`config.mk`:
```
export PLATFORM = sky130hd
export DESIGN_NAME = program_loader
export DESIGN_NICKNAME = d
export VERILOG_FILES = /design/src/rtl/loader_pkg.sv /design/src/rtl/word_assembler.sv /design/src/rtl/program_loader.sv
export SDC_FILE = /design/constraint.sdc
export NUM_CORES = 1
export LEC_CHECK = 0
export ABC_AREA = 1
export BUFFER_PORTS_ARGS = -buffer_cell sky130_fd_sc_hd__buf_2
export CELL_PAD_IN_SITES_DETAIL_PLACEMENT = 1
export CELL_PAD_IN_SITES_GLOBAL_PLACEMENT = 1
export CORE_MARGIN = 8
export CORE_UTILIZATION = 40
export CTS_CLUSTER_DIAMETER = 50
export DETAILED_ROUTE_END_ITERATION = 10
export PLACE_DENSITY = 0.72
export SLEW_MARGIN = 20
export SYNTH_ARGS = -nofsm -noshare
export SYNTH_HDL_FRONTEND = slang
export SYNTH_SLANG_ARGS = --single-unit
```
`constraint.sdc`:
```
create_clock -name clk -period 2.3 [get_ports clk]
set_clock_uncertainty 0.1 [all_clocks]
set_input_delay 0.46 -clock clk [delete_from_list [all_inputs] [get_ports clk]]
set_output_delay 0.46 -clock clk [all_outputs]
set_load 0.05 [all_outputs]
```
`src/rtl/loader_pkg.sv`:
```
// Shared definitions for the boot-time program loader.
//   loader_state_t     : the loader's FSM states
//   LOADER_FIELD_BYTES : bytes per stream field (count, payload word, checksum)
package loader_pkg;

  localparam int LOADER_FIELD_BYTES = 4;

  typedef enum logic [2:0] {
    HDR,
    CHECK,
    DATA,
    WRITE,
    CSUM,
    DONE,
    ERROR
  } loader_state_t;

endpackage

```
`src/rtl/word_assembler.sv`:
```
// Collects a little-endian byte stream into 32-bit words.
// Ports:
//   clk, rst   : clock, asynchronous active-low reset
//   clear      : drop any partially collected word
//   accept     : a byte on data is consumed this cycle
//   data       : incoming byte
//   word_done  : high in the cycle the last byte of a word is accepted
//   word       : assembled word; valid while word_done is high
module word_assembler
  import loader_pkg::*;
(
  input  logic        clk,
  input  logic        rst,
  input  logic        clear,
  input  logic        accept,
  input  logic [7:0]  data,
  output logic        word_done,
  output logic [31:0] word
);

  logic [1:0]  cnt;
  logic [23:0] shift;

  // The final byte is not stored: it is combined straight from the input so
  // the caller sees the complete word in the same cycle it is accepted.
  assign word_done = accept && (cnt == 2'(LOADER_FIELD_BYTES - 1));
  assign word      = {data, shift};

  // Bytes enter at the top of the shift register, so after three accepts the
  // first byte sits in the least-significant position.
  always_ff @(posedge clk or negedge rst) begin
    if (!rst) begin
      cnt   <= '0;
      shift <= '0;
    end else if (clear) begin
      cnt   <= '0;
      shift <= '0;
    end else if (accept) begin
      cnt   <= cnt + 2'd1;
      shift <= {data, shift[23:8]};
    end
  end

endmodule

```
`src/rtl/program_loader.sv`:
```
// Boot-time program loader. Parses a byte stream of
//   word count N, N payload words, XOR checksum (all little-endian, 4 bytes)
// and writes the payload into main memory, then releases the core.
// Ports:
//   clk, rst                 : clock, asynchronous active-low reset
//   in_valid/in_data/in_ready: byte stream handshake
//   restart                  : re-arm from DONE or ERROR
//   mem_wr_en/addr/data      : registered memory write port, one-cycle strobe
//   busy                     : load in progress
//   done                     : load verified
//   error                    : load rejected, sticky until restart or reset
//   core_run                 : core may fetch and execute
module program_loader
  import loader_pkg::*;
#(
  parameter int unsigned          ADDR_W    = 32,
  parameter logic [ADDR_W-1:0]    BASE_ADDR = '0,
  parameter int unsigned          MAX_WORDS = 1024
) (
  input  logic              clk,
  input  logic              rst,
  input  logic              in_valid,
  input  logic [7:0]        in_data,
  output logic              in_ready,
  input  logic              restart,
  output logic              mem_wr_en,
  output logic [ADDR_W-1:0] mem_wr_addr,
  output logic [31:0]       mem_wr_data,
  output logic              busy,
  output logic              done,
  output logic              error,
  output logic              core_run
);

  localparam int IDX_W = $clog2(MAX_WORDS + 1);

  // The highest write address must stay inside the address space.
  if ((64'(BASE_ADDR) + 64'(MAX_WORDS) * 64'd4) > (64'd1 << ADDR_W)) begin : g_addr_range
    $fatal(1, "program_loader: BASE_ADDR + 4*MAX_WORDS overflows ADDR_W");
  end

  loader_state_t    state, next_state;
  logic             armed;
  logic [31:0]      count;
  logic [IDX_W-1:0] idx;
  logic [31:0]      csum;
  logic             accept;
  logic             asm_clear;
  logic             word_done;
  logic [31:0]      word;
  logic             rearm;

  // armed holds the handshake off while reset is applied and for the state
  // register's first cycle, so in_ready/busy come up one edge after release.
  assign in_ready  = armed && (state inside {HDR, DATA, CSUM});
  assign busy      = armed && (state inside {HDR, CHECK, DATA, WRITE, CSUM});
  assign done      = (state == DONE);
  assign core_run  = (state == DONE);
  assign error     = (state == ERROR);
  assign accept    = in_valid && in_ready;
  assign rearm     = restart && (state inside {DONE, ERROR});
  assign asm_clear = rearm;

  word_assembler u_asm (
    .clk       (clk),
    .rst       (rst),
    .clear     (asm_clear),
    .accept    (accept),
    .data      (in_data),
    .word_done (word_done),
    .word      (word)
  );

  // State register plus the handshake enable flop.
  always_ff @(posedge clk or negedge rst) begin
    if (!rst) begin
      state <= HDR;
      armed <= 1'b0;
    end else begin
      state <= next_state;
      armed <= 1'b1;
    end
  end

  // Next-state decode. Restart only matters once a load has finished, either
  // way; during a load it is deliberately ignored.
  always_comb begin
    next_state = state;
    case (state)
      HDR:   if (word_done) next_state = CHECK;
      CHECK: begin
        if (count == 32'd0 || count > MAX_WORDS) next_state = ERROR;
        else                                     next_state = DATA;
      end
      DATA:  if (word_done) next_state = WRITE;
      WRITE: begin
        if ((32'(idx) + 32'd1) < count) next_state = DATA;
        else                            next_state = CSUM;
      end
      CSUM: begin
        if (word_done) next_state = (word == csum) ? DONE : ERROR;
      end
      DONE:    if (restart) next_state = HDR;
      ERROR:   if (restart) next_state = HDR;
      default: next_state = HDR;
    endcase
  end

  // Datapath: header latch, word index, running checksum and the registered
  // write port. The strobe is raised for exactly the WRITE cycle, and the
  // checksum folds in the word being written during that same cycle.
  always_ff @(posedge clk or negedge rst) begin
    if (!rst) begin
      count       <= '0;
      idx         <= '0;
      csum        <= '0;
      mem_wr_en   <= 1'b0;
      mem_wr_addr <= '0;
      mem_wr_data <= '0;
    end else begin
      mem_wr_en <= (state == DATA) && word_done;
      if (rearm) begin
        idx  <= '0;
        csum <= '0;
      end
      if (state == HDR && word_done) begin
        count <= word;
      end
      if (state == DATA && word_done) begin
        mem_wr_addr <= BASE_ADDR + (ADDR_W'(idx) << 2);
        mem_wr_data <= word;
      end
      if (state == WRITE) begin
        idx  <= idx + IDX_W'(1);
        csum <= csum ^ mem_wr_data;
      end
    end
  end

endmodule

```
Yosys cells after proc, flatten, opt, wreduce, memory -nomap -nowiden
Index checks and enable logic that the tools add are counted.
{"block": "totals", "reg_bits": 149, "latch_bits": 0, "ram_bits": 0, "mem_bits_ro": 0, "input_bits": 12, "output_inout_bits": 70, "mem_count": 0}
{"block": "op_classes", "n_addsub": 3, "mul": 0, "div": 0, "n_lt_le_gt_ge": 2, "eq_ne": 12, "shifts": 0, "muxes": 16, "bitwise_logic": 1, "reduce_logical": 17}
{"op": "2-to-1 mux 32 bit", "n": 2}
{"op": "2-to-1 mux 24 bit", "n": 2}
{"op": "== test 32 bit", "n": 1}
{"op": "> comparator 32 x 11 -> 1 bit, second input constant", "n": 1}
{"op": "zero test 32 bit", "n": 1}
{"op": "< comparator 12 x 32 -> 1 bit", "n": 1}
{"op": "bitwise XOR 32 bit", "n": 1}
{"op": "2-to-1 mux 11 bit", "n": 2}
{"op": "2-to-1 mux 3 bit", "n": 6}
{"op": "case mux 3 bit (6 select lines)", "n": 1}
{"op": "adder 11 x 1 -> 12 bit, second input constant", "n": 1}
{"op": "adder 11 x 1 -> 11 bit, second input constant", "n": 1}
{"op": "== test 3 bit, second input constant", "n": 3}
{"op": "logical AND 1 bit", "n": 7}
{"op": "== test 3 x 2 -> 1 bit, second input constant", "n": 2}
{"op": "2-to-1 mux 2 bit", "n": 3}
{"op": "!= test 2 bit, second input constant", "n": 3}
{"op": "nonzero test 2 bit", "n": 3}
{"op": "nonzero test 5 bit", "n": 1}
{"op": "AND reduction 4 bit", "n": 1}
{"op": "== test 3 x 1 -> 1 bit, second input constant", "n": 1}
{"op": "zero test 3 bit", "n": 1}
{"op": "nonzero test 3 bit", "n": 1}
{"op": "adder 2 x 1 -> 2 bit, second input constant", "n": 1}
{"op": "4 further kinds", "n": 4}

Longest topological paths before layout
{"block": "depth", "word_depth": 7, "mapped_depth": 21, "ltp_nobuf": 21}

Modules after synthesis
Synthesis repeated with hierarchy kept, for this count alone.
{"block": "unflattened", "hier_cells": 844, "area_unflattened_um2": 7420.9}
{"mod": "program_loader", "instances": 1, "cells_each": 719, "area_each_um2": 6155.9, "seq_area_each_um2": 3078.0}
{"mod": "word_assembler", "instances": 1, "cells_each": 125, "area_each_um2": 1265.0, "seq_area_each_um2": 650.6}

Worst setup path after synthesis
Ideal clock, no wire load.
{"block": "synth_timing", "path_kind": "reg-to-output", "startpoint": "register state[1]", "endpoint": "output done", "arrival_ps": 1654, "required_ps": 1740, "path_slack_ps": 86, "path_stages_with_launch": 5, "n_path_buf": 1, "cell_sequence": "dfrtp_1 > inv_1 > nand2_1 > nor2_1 > buf_4"}
{"block": "synth_between", "elab_chain_len": 1}
{"item": "from (decl)", "line": "program_loader.sv:42", "text": "loader_state_t state, next_state;"}
{"item": "from (signal assigned)", "line": "program_loader.sv:80", "text": "state <= next_state;"}
{"item": "== test 3 bit"}
{"item": "to (decl)", "line": "program_loader.sv:30", "text": "output logic done,"}
Every way passes these cells.

Worst setup path after layout
{"block": "layout_timing", "startpoint": "register idx[2]", "endpoint": "register state[2]"}
{"block": "layout_between", "elab_chain_len": 4}
{"item": "from (decl)", "line": "program_loader.sv:45", "text": "logic [IDX_W-1:0] idx;"}
{"item": "from (signal assigned)", "line": "program_loader.sv:134", "text": "idx <= idx + IDX_W'(1);"}
{"item": "adder 11 x 1 -> 12 bit", "line": "program_loader.sv:97", "text": "if ((32'(idx) + 32'd1) < count) next_state = DATA;"}
{"item": "< comparator 12 x 32 -> 1 bit", "line": "program_loader.sv:97"}
{"item": "2-to-1 mux 3 bit", "line": "program_loader.sv:97"}
{"item": "case mux 3 bit (6 select lines)", "line": "program_loader.sv:89", "text": "case (state)"}
Every way passes these cells.
A chain may end at the register's enable or synchronous reset.

==> results by group <==
Floorplanning
  • Die span in y: around 150 µm
  • Number of rows in the core area: 48
  • Die X-Extent: 149.3 µm
  • Core region area: between 0.015 and 0.02 mm²
  • Effective utilization at floorplan: 40.95%
  • Count of boundary I/O pins: 82
  • Die outline area: 0.02229 mm²

Synthesis
  • Leading cell types by count after synthesis: sky130_fd_sc_hd__nand2_1, sky130_fd_sc_hd__dfrtp_1, sky130_fd_sc_hd__inv_1, sky130_fd_sc_hd__o21ai_1, sky130_fd_sc_hd__nor2_1
  • Yosys reg bits: 149
  • Library cell occupying the most area in the post-synthesis netlist: sky130_fd_sc_hd__dfrtp_1
  • Synth Flop Type: sky130_fd_sc_hd__dfrtp_1
  • Library cells used by synthesis: 34
  • Async set-or-reset flop fraction in the synthesized netlist: 100.0%
  • Synth top area cells: sky130_fd_sc_hd__dfrtp_1, sky130_fd_sc_hd__nand2_1, sky130_fd_sc_hd__o21ai_1, sky130_fd_sc_hd__inv_1, sky130_fd_sc_hd__xnor2_1
  • Number of flops mapped to enable cells by yosys: 0
  • Synthesized instance count: 782
  • Netlist area before placement: 0.007108 mm²
  • Dominant cell by count in the synthesized netlist: sky130_fd_sc_hd__nand2_1
  • Area share of the largest cell type after synthesis: 52.46%
  • Part of the Yosys area used for sequential elements: 52.46%
  • Synth warn: 0
  • Post-synthesis average cell area: 9.090 µm²

Detailed routing
  • Iter 0 DRT Violations: 247
  • Final routed wirelength across all metal layers: between 15,000 and 20,000 µm
  • Number of routed nets with antenna violations: 0
  • Router iterations before antenna repair: 4
  • Via-per-instance ratio: 4.897
  • Via count: around 5,400
  • DRC violations left: 0
  • Wire length per cell after detailed routing: 17.35 µm

Finish
  • Layout-stage area growth over the synthesis result: 19.66%
  • Fraction of layout instances using a drive strength above 1: 20.48%
  • N_diodes: 0
  • Final layout net count: between 800 and 900
  • Final cell count without fillers: 1,104
  • Number of fill cells in the layout: 2,035
  • Core occupancy in the finished layout: between 40% and 50%

GRT
  • Wire length of the first global-routing pass: 31,650 µm
  • Total congestion overflow after global routing: 0
  • Maximum number of pins on one net before global-route repair: 65
  • Initial antenna violation count: 0
  • Overall fraction of global-route tracks in use: 18.17%
  • Vias in the first global route: between 5,000 and 6,000

Worst hold path
  • Type of the worst min-delay path: primary input to flop

CTS
  • Clock transition at the registers of the reported paths: 0.06 ns
  • TritonCTS clock tree: yes
  • Clock H-tree levels: 4
  • Clock Sinks: 149
  • Buffers from clock root to sink, at most: 2
  • Buffer type at the clock tree root: sky130_fd_sc_hd__clkbuf_16
  • Worst skew pair latency: 0.43 ns
  • Clock buffer count from CTS: 17

Critical path
  • Worst reg-to-reg path cell count: 17
  • CP endpoint: state[2]$_DFFE_PN0P_
  • R2r endpoint: state[2]$_DFFE_PN0P_
  • Category of the most critical setup path: flop to flop
  • Highest fanout seen on the critical path: 2
  • Kind of capture point of the worst setup path: flop
  • Startpoint of the worst register-to-register path: idx[2]$_DFFE_PN0P_
  • Critical Path Start: idx[2]$_DFFE_PN0P_
  • Type of element launching the critical path: flop
  • Worst EP required: 2.53 ns
  • Register-to-register setup slack: -0.13 ns
  • Data arrival, critical path: 2.66 ns

STA
  • Count of final hold-check violations: 0
  • Part of the cycle the worst path needs: 105.6%
  • Post-route minimum period: 2.430 ns
  • Maximum operating frequency: around 410 MHz
  • Slew Viols, Final: 0
  • Final-report setup violation count: 3
  • RSZ-0062 raised after global routing: true
  • Worst Slack Setup Final: -0.1299 ns

Run status
  • Run status: finished, violations left
  • Violated checks: setup timing

Pwr
  • Fraction of power consumed by the clock network: 23.5%
  • Part of the power in combinational logic: 41.4%
  • Leak pwr: 4.233 nW
  • Proportion of power drawn by flip-flops and latches: 35.2%
  • Max VDD drop: 0.6851 mV
  • Internal power: 7.049 mW
  • Sw power: around 5.3 mW
  • Fraction of power spent switching nets: 42.91%
  • Power density over cell area: 1452 mW/mm²

Job
  • Max-cap violation count: 0

Placement
  • Number of placed instances with taps included: 1,055
  • HPWL reported at the end of detailed placement: 12,940 µm
  • Post-placement worst setup slack: -0.1258 ns
  • Port bufs: 60
  • Final GP Congestion: 0.7716
critical path: stages, from the launching register on:
cell                      delay [ns]
sky130_fd_sc_hd__dfrtp_1        0.41
sky130_fd_sc_hd__nand3_2        0.16
sky130_fd_sc_hd__nor2_4         0.14
sky130_fd_sc_hd__nand2_2        0.09
sky130_fd_sc_hd__buf_4          0.14
sky130_fd_sc_hd__buf_4          0.14
sky130_fd_sc_hd__xor2_4         0.15
sky130_fd_sc_hd__inv_1          0.11
sky130_fd_sc_hd__ha_4           0.22
sky130_fd_sc_hd__a21oi_2        0.14
sky130_fd_sc_hd__o21a_1         0.12
sky130_fd_sc_hd__nand2_1        0.07
sky130_fd_sc_hd__nand2_2        0.08
sky130_fd_sc_hd__nand2_1        0.05
sky130_fd_sc_hd__nand2_1        0.05
sky130_fd_sc_hd__nand2_1        0.05
sky130_fd_sc_hd__nand2_1        0.05
sky130_fd_sc_hd__nand2_1        0.05
layer usage:
layer	track usage, %	routed length (µm)	vias to the layer above
met4	6.159	361	0
met3	3.671	686	28
met2	30.05	9256	96
li1	-	-	2605
met1	23.31	8845	2677
met5	0	0	-
sequential cells by signal (all words and copies together) (netlist names):
register and count:
mem_wr_en 1, armed 1, mem_wr_addr 11, csum 32, u_asm.cnt 2, state 3, count 32, idx 11
u_asm.shift 24, mem_wr_data 32
cell type report:
type | instances | area [µm²] | area share [%]
Inverter | 88 | 332.8 | 3.913
Tap cell | 225 | 281.5 | 3.310
Clock inverter | 12 | 152.6 | 1.795
Timing Repair Buffer | 94 | 663.1 | 7.796
Clock buffer | 20 | 456.7 | 5.369
Sequential cell | 149 | 3729 | 43.84
Multi-Input combinational cell | 516 | 2890 | 33.98
power by group through the flow:
stage          Combinational, mW  Sequential, mW  Clock, mW
2_1_floorplan               2.70            5.07          0
3_3_place_gp                4.63            4.30          0
3_5_place_dp                4.78            4.35          0
4_1_cts                     5.01            4.33       2.93
5_1_grt                     5.67            4.47       3.04
6_report                    5.11            4.34       2.90
repair_timing:
item | in CTS | in global routing
setup endpoints to repair | 2 | 3
hold endpoints to repair | 33 | 0
setup buffers | 15 | 2
resized for setup | 15 | 23
pin swaps | 19 | 19
hold buffers | 1 | 0
cells by family (layout without fill, tap and decap cells):
kind of cell | count (synthesis) | in the layout | synth area share, %
AO/OA/AOI/OAI | 134 | 134 | 10.70
XOR/XNOR | 61 | 61 | 7.516
adder cells (fa/ha/maj) | 13 | 13 | 2.288
buffers and inverters | 137 | 214 | 10.09
flip-flops | 149 | 149 | 52.46
other | 2 | 22 | 0.1057
AND/OR/NAND/NOR | 286 | 286 | 16.85
worst min path at each step:
| stage | start | end | slack (ns) | depth (start not counted) |
|---|---|---|---|---|
| floorplan | rst | armed$_DFF_PN0_ | 0.06 | 0 |
| global placement | rst | mem_wr_data[29]$_DFFE_PN0P_ | 0.29 | 1 |
| detailed placement | rst | mem_wr_data[29]$_DFFE_PN0P_ | 0.29 | 1 |
| CTS | in_valid | u_asm.cnt[1]$_DFFE_PN0P_ | 0.24 | 3 |
| global route | in_valid | u_asm.cnt[1]$_DFFE_PN0P_ | 0.27 | 3 |
| finish | in_valid | u_asm.cnt[1]$_DFFE_PN0P_ | 0.25 | 3 |
through the flow:
step	instance area (µm²)	hold WS, ns	setup TNS [ns]	power (mW)
floorplan	7183	0.06441	0	7.774
global placement	7602	0.2879	-0.03156	8.927
detailed placement	7602	0.2876	-0.2017	9.130
CTS	8396	0.2418	-0.09548	12.27
global route	8506	0.2680	-0.8519	13.18
finish	8506	0.2528	-0.3756	12.35
cell usage in the layout (no fill, tap or decap), drive strengths merged:
master       count
xor2            29
o21ai           83
o21a             1
bufinv           3
or2              1
xnor2           32
dfrtp          149
nor3             3
clkbuf          20
and2             1
clkinvlp         1
nand2          197
nand3           14
buf             93
nor2            68
ha              13
nand4            2
a21oi           10
dlygate4sd3      1
conb            22
inv             89
o22ai           40
clkinv           7
No activity file was read; power rests on OpenSTA's default activity.
